`src/rtl/round_controller.sv`:
```
// Reaction-game round sequencer: arms the timer, lights a pseudo-random target and judges hits.
// Optional HIGH_SCORE_EN keeps a best-score register that survives between games.
module round_controller #(
   parameter int NUM_TARGETS = 4,
   parameter int START_LIVES = 3,
   parameter int WINDOW_MS   = 1000,
   parameter int GAP_CYCLES  = 25000,
   parameter int SCORE_W     = 10
) (
   input  logic                   i_clk,
   input  logic                   i_reset,
   input  logic                   i_start,
   input  logic [1:0]             i_difficulty_sel,
   input  logic [NUM_TARGETS-1:0] i_hit,
   input  logic                   i_end_reached,
   input  logic [11:0]            i_timer_value,
   output logic                   o_timer_reset,
   output logic                   o_timer_enable,
   output logic [1:0]             o_difficulty,
   output logic [11:0]            o_end_value,
   output logic [NUM_TARGETS-1:0] o_target,
   output logic [SCORE_W-1:0]     o_score,
   output logic [1:0]             o_lives,
   output logic [11:0]            o_reaction_ms,
   output logic                   o_game_over,
   output logic [SCORE_W-1:0]     o_best_score,
   output logic [2:0]             o_dbg_state
);

   localparam int IDX_W    = $clog2(NUM_TARGETS);
   localparam int GAP_W    = $clog2(GAP_CYCLES + 1);
   // The ARM cycle is also blank, so GAP itself lasts GAP_CYCLES-1 cycles (minimum 1).
   localparam int GAP_LAST = (GAP_CYCLES > 1) ? GAP_CYCLES - 2 : 0;

   typedef enum logic [2:0] {
      S_IDLE = 3'd0,
      S_ARM  = 3'd1,
      S_PLAY = 3'd2,
      S_GAP  = 3'd3,
      S_OVER = 3'd4
   } state_t;

   state_t                 r_state;
   logic [7:0]             r_lfsr;
   logic [GAP_W-1:0]       r_gap_cnt;
   logic [NUM_TARGETS-1:0] r_target;
   logic [NUM_TARGETS-1:0] r_last_target;
   logic [SCORE_W-1:0]     r_score;
   logic [1:0]             r_lives;
   logic [1:0]             r_difficulty;
   logic [11:0]            r_reaction_ms;
   logic                   r_timer_reset;
   logic                   r_timer_enable;
   logic                   r_game_over;

   logic                   w_lfsr_fb;
   logic [NUM_TARGETS-1:0] w_pick;
   logic [NUM_TARGETS-1:0] w_rot;
   logic [NUM_TARGETS-1:0] w_next_target;
   logic                   w_correct;
   logic                   w_wrong;
   logic [SCORE_W-1:0]     w_score_inc;

   assign w_lfsr_fb     = r_lfsr[7] ^ r_lfsr[5] ^ r_lfsr[4] ^ r_lfsr[3];
   assign w_pick        = {{(NUM_TARGETS-1){1'b0}}, 1'b1} << r_lfsr[IDX_W-1:0];
   assign w_rot         = {w_pick[NUM_TARGETS-2:0], w_pick[NUM_TARGETS-1]};
   assign w_next_target = (w_pick == r_last_target) ? w_rot : w_pick;
   assign w_correct     = (i_hit == r_target);
   assign w_wrong       = |(i_hit & ~r_target);
   assign w_score_inc   = (&r_score) ? r_score : r_score + 1'b1;

`ifdef HIGH_SCORE_EN
   logic [SCORE_W-1:0] r_best_score;
`endif

   always_ff @(posedge i_clk) begin
      if (i_reset) begin
         r_state        <= S_IDLE;
         r_lfsr         <= 8'h01;
         r_gap_cnt      <= '0;
         r_target       <= '0;
         r_last_target  <= '0;
         r_score        <= '0;
         r_lives        <= '0;
         r_difficulty   <= '0;
         r_reaction_ms  <= '0;
         r_timer_reset  <= 1'b1;
         r_timer_enable <= 1'b0;
         r_game_over    <= 1'b0;
`ifdef HIGH_SCORE_EN
         r_best_score   <= '0;
`endif
      end else begin
         r_lfsr <= {r_lfsr[6:0], w_lfsr_fb};
         case (r_state)
            S_IDLE, S_OVER: begin
               if (i_start) begin
                  r_state        <= S_ARM;
                  r_score        <= '0;
                  r_lives        <= 2'(START_LIVES);
                  r_difficulty   <= i_difficulty_sel;
                  r_timer_reset  <= 1'b1;
                  r_timer_enable <= 1'b1;
                  r_game_over    <= 1'b0;
               end
            end
            S_ARM: begin
               r_state        <= S_PLAY;
               r_target       <= w_next_target;
               r_last_target  <= w_next_target;
               r_timer_reset  <= 1'b0;
               r_timer_enable <= 1'b1;
            end
            S_PLAY: begin
               // A clean hit wins over a simultaneous window expiry.
               if (w_correct || w_wrong || i_end_reached) begin
                  r_state        <= S_GAP;
                  r_gap_cnt      <= '0;
                  r_target       <= '0;
                  r_timer_enable <= 1'b0;
                  if (w_correct) begin
                     r_score       <= w_score_inc;
                     r_reaction_ms <= i_timer_value;
                  end else if (r_lives != 2'd0) begin
                     r_lives <= r_lives - 2'd1;
                  end
               end
            end
            S_GAP: begin
               if (r_gap_cnt == GAP_W'(GAP_LAST)) begin
                  if (r_lives == 2'd0) begin
                     r_state        <= S_OVER;
                     r_game_over    <= 1'b1;
                     r_timer_reset  <= 1'b1;
`ifdef HIGH_SCORE_EN
                     if (r_score > r_best_score) r_best_score <= r_score;
`endif
                  end else begin
                     r_state        <= S_ARM;
                     r_timer_reset  <= 1'b1;
                     r_timer_enable <= 1'b1;
                  end
               end else begin
                  r_gap_cnt <= r_gap_cnt + 1'b1;
               end
            end
            default: r_state <= S_IDLE;
         endcase
      end
   end

   assign o_timer_reset  = r_timer_reset;
   assign o_timer_enable = r_timer_enable;
   assign o_difficulty   = r_difficulty;
   assign o_end_value    = 12'(WINDOW_MS);
   assign o_target       = r_target;
   assign o_score        = r_score;
   assign o_lives        = r_lives;
   assign o_reaction_ms  = r_reaction_ms;
   assign o_game_over    = r_game_over;
   assign o_dbg_state    = r_state;
`ifdef HIGH_SCORE_EN
   assign o_best_score   = r_best_score;
`else
   assign o_best_score   = '0;
`endif

endmodule
```
`config.mk`:
```
export PLATFORM = sky130hd
export DESIGN_NAME = round_controller
export DESIGN_NICKNAME = d
export VERILOG_FILES = /design/src/rtl/round_controller.sv
export SDC_FILE = /design/constraint.sdc
export NUM_CORES = 1
export LEC_CHECK = 0
export CORE_UTILIZATION = 25
export CTS_BUF_LIST = sky130_fd_sc_hd__clkbuf_4
export CTS_CLUSTER_SIZE = 12
export DETAILED_ROUTE_END_ITERATION = 12
export RECOVER_POWER = 100
export SLEW_MARGIN = 10
export SYNTH_ARGS = -nofsm -noshare
export SYNTH_HDL_FRONTEND = slang
export SYNTH_SLANG_ARGS = --single-unit
```
`constraint.sdc`:
```
create_clock -name i_clk -period 6.8 [get_ports i_clk]
set_input_delay 2.04 -clock i_clk [delete_from_list [all_inputs] [get_ports i_clk]]
set_output_delay 2.04 -clock i_clk [all_outputs]
set_load 0.1 [all_outputs]
```
==> results.sh <==
export IMPL_cts_tree="yes"
export IMPL_r2r_slack_ns=4.06
export IMPL_worst_path_max_fanout=17
export IMPL_ys_seq_area_share_pct=40.7
export IMPL_max_stage_delay_ns=1.29
export IMPL_grt_pass1_vias=2608
export IMPL_r2r_start="o_target[0]"
export IMPL_clock_sinks=63
export IMPL_hold_start="r_lfsr[2]"
export IMPL_drv_cap=0
export IMPL_ant_nets=0
export IMPL_root_buffer="clkbuf_4"
export IMPL_netlist_area_sq_um=3100
export IMPL_synth_distinct_cells=55
export IMPL_core_sq_um=12100
export IMPL_die_area_sq_um=12900
export IMPL_hold_viol_final=0
export IMPL_rows=40
export IMPL_setup_viol=0
export IMPL_min_path_cells=1
export IMPL_yosysTopAreaCellShare_pct=40.7
export IMPL_synth_edff_count=0
export IMPL_num_fill_cells=1290
export IMPL_min_to="r_lfsr[3]"
export IMPL_cts_made_buffers=9
export IMPL_grt_pass1_wl_microns=12000
export IMPL_start_util_pct=25.7
export IMPL_gr_usage_all_layers_pct=11.7
export IMPL_wl_microns=7040
export IMPL_synth_compound_area_share_pct=16.3
export IMPL_path_cells="dlygate4sd3_1"
export IMPL_irDropWorstVdd_mv=0.149
export IMPL_placed_area_sq_um=3730
export IMPL_ctsHoldBuffers=0
export IMPL_hold_path_class="reg -> reg"
export IMPL_final_util_pct=31.7
export IMPL_outcome="complete, no violations"
export IMPL_maxSlewViolCount=0
export IMPL_place_congestion=0.788
export IMPL_setup_tns_final_ns=0
export IMPL_wl_per_cell_microns=11.9
export IMPL_grt_max_degree=25
export IMPL_clk_latency_ns=0.41
export IMPL_critPathKind="reg -> out"
export IMPL_viasPerCell=4.65
export IMPL_cpLargestDelayFamily="buffers and inverters"
export IMPL_portBuffers=57
export IMPL_drc_errors=0
export IMPL_skew_ns=0.0133
export IMPL_synth_largest_area_cell="dfxtp_1"
export IMPL_die_y_microns=113
export IMPL_relSlewSlack_pct=27.7
export IMPL_max_clock_freq_ghz=0.225
export IMPL_synth_simple_area_share_pct=26.6
export IMPL_clkTransAtPathRegs_ns=0.11
export IMPL_slowest_stage="dlygate4sd3_1"
export IMPL_min_period_ns=4.45
export IMPL_cp_num_buf_inv=1
export IMPL_worst_pin_slew_ns=1.08
export IMPL_final_cell_mix="dfxtp_1, nand2_1, a21oi_1"
export IMPL_stdcell_area_sq_um=3820
export IMPL_synth_cells=370
export IMPL_antenna_cells=0
export IMPL_ys_async_sr_fraction_pct=0
export IMPL_reg2regPathDepth=7
export IMPL_via_count=2760
export IMPL_leakagePower_nw=1.42
export IMPL_initialDrtViolationCount=93
export IMPL_grt_overflow_total=0
export IMPL_detailed_place_hpwl_microns=5160
export IMPL_grt_antenna_before_repair=0
export IMPL_post_cts_buffers=0
export IMPL_synthXorXnorAreaFrac_pct=3.39
export IMPL_cts_repair_resized=0
export IMPL_syn_to_final_growth_pct=23.3
export IMPL_end_kind="output pin"
export IMPL_htreeDepth=3
export IMPL_fin_crit_sh_pct=65.5
export IMPL_ys_top_cells_by_area="dfxtp_1, a21oi_1, nand2_1"
export IMPL_crit_arrival_ns=2.41
export IMPL_avgSynthCellArea_sq_um=8.38
export IMPL_startpoint_type="flip-flop"
export IMPL_required_ns=4.76
export IMPL_layout_commonest_cell="dfxtp_1"
export IMPL_power_density_nw_per_um2=227
export IMPL_first_pass_iters=4
export IMPL_ys_warn_count=0
export IMPL_design_power_total_mw=0.867
export IMPL_drive_above_1_share_pct=5.87
export IMPL_die_w_microns=113
export IMPL_clock_path_buffers=2
export IMPL_ios=80
export IMPL_ys_seq_elements=63
export IMPL_synthAdderAreaFrac_pct=3.23
export IMPL_synth_top_family_by_area="simple AND/OR/NAND/NOR gates"
export IMPL_synth_ff_type="dfxtp_1"
export IMPL_fin_nets=451
export IMPL_synth_mux_area_share_pct=0.686
export IMPL_rr_endpoint="r_gap_cnt[9]"
export IMPL_grt_setup_unrepaired="false"
-- cells in the mapped netlist, types with 5 or more instances --
cell	n
nand3_1	16
and4_1	5
ha_1	8
inv_1	11
nor2b_1	5
nand2_1	52
clkbuf_1	9
dfxtp_1	63
xor2_1	10
nor2_1	27
buf_2	6
buf_4	23
nand4_1	8
o21ai_0	7
or3_1	5
nand2b_1	5
a21oi_1	39
and3_1	6
a31oi_1	7
-- where the power goes --
| part | switching, mW | leakage (nW) | internal (mW) | total (mW) |
|---|---|---|---|---|
| clock network | 0.131 | 0.0780 | 0.117 | 0.249 |
| registers | 0.0160 | 0.511 | 0.381 | 0.397 |
| logic | 0.172 | 0.835 | 0.0490 | 0.221 |
-- layer usage --
layer / vias up / part of all wire [%] / GRT usage [%]
met1: 1294 / 46 / 13.8
met2: 79 / 46 / 19.1
met4: 0 / 2.3 / 6.14
li1: 1375 / - / -
met3: 12 / 5.5 / 3.72
met5: - / 0 / 0
-- how the worst max path moves through the flow --
stage              startpoint              to  slack, ns  cells after the start
6_report       o_dbg_state[0]  o_dbg_state[0]       2.35                      1
2_1_floorplan        i_hit[0]    r_gap_cnt[3]       3.08                      7
3_3_place_gp         i_hit[0]   r_gap_cnt[11]       2.27                      7
5_1_grt        o_dbg_state[0]  o_dbg_state[0]       2.25                      1
4_1_cts        o_dbg_state[0]  o_dbg_state[0]       2.35                      1
3_5_place_dp         i_hit[0]   r_gap_cnt[11]       2.22                      7
-- sequential cells by signal (all words and copies together) (netlist names) --
register        count
o_dbg_state         3
o_difficulty        2
o_game_over         1
o_lives             2
o_reaction_ms      12
o_score            10
o_target            4
o_timer_enable      1
o_timer_reset       1
r_gap_cnt          15
r_last_target       4
r_lfsr              8
-- logic make-up (layout without fill, tap and decap cells) --
logic type	after synthesis	after routing
adders and majority gates	8	8
buffers and inverters	49	85
xor gates and xnor gates	12	12
DFF	63	63
AOI/OAI and AO/OA	78	78
other	2	22
muxes	2	2
and+or+nand+nor	156	156
-- area by class of cell --
class / count / area, sq um / share of cell area, %
inverter: 11 / 41.3 / 1.08
timing repair buffer: 58 / 574 / 15.0
sequential: 63 / 1260 / 33.0
tap: 168 / 210 / 5.50
clock buffer: 11 / 82.6 / 2.16
multi-input combinational: 278 / 1610 / 42.0
clock inverter: 5 / 48.8 / 1.28
-- metrics by stage --
| step | instances | setup slack (ns) | hold slack [ns] |
|---|---|---|---|
| global placement | 578 | 2.27 | 0.422 |
| CTS | 594 | 2.35 | 0.461 |
| global route | 594 | 2.25 | 0.471 |
| finish | 594 | 2.35 | 0.445 |
| detailed placement | 578 | 2.22 | 0.429 |
| floorplan | 390 | 3.08 | 0.414 |
(Power assumes the default switching activity.)
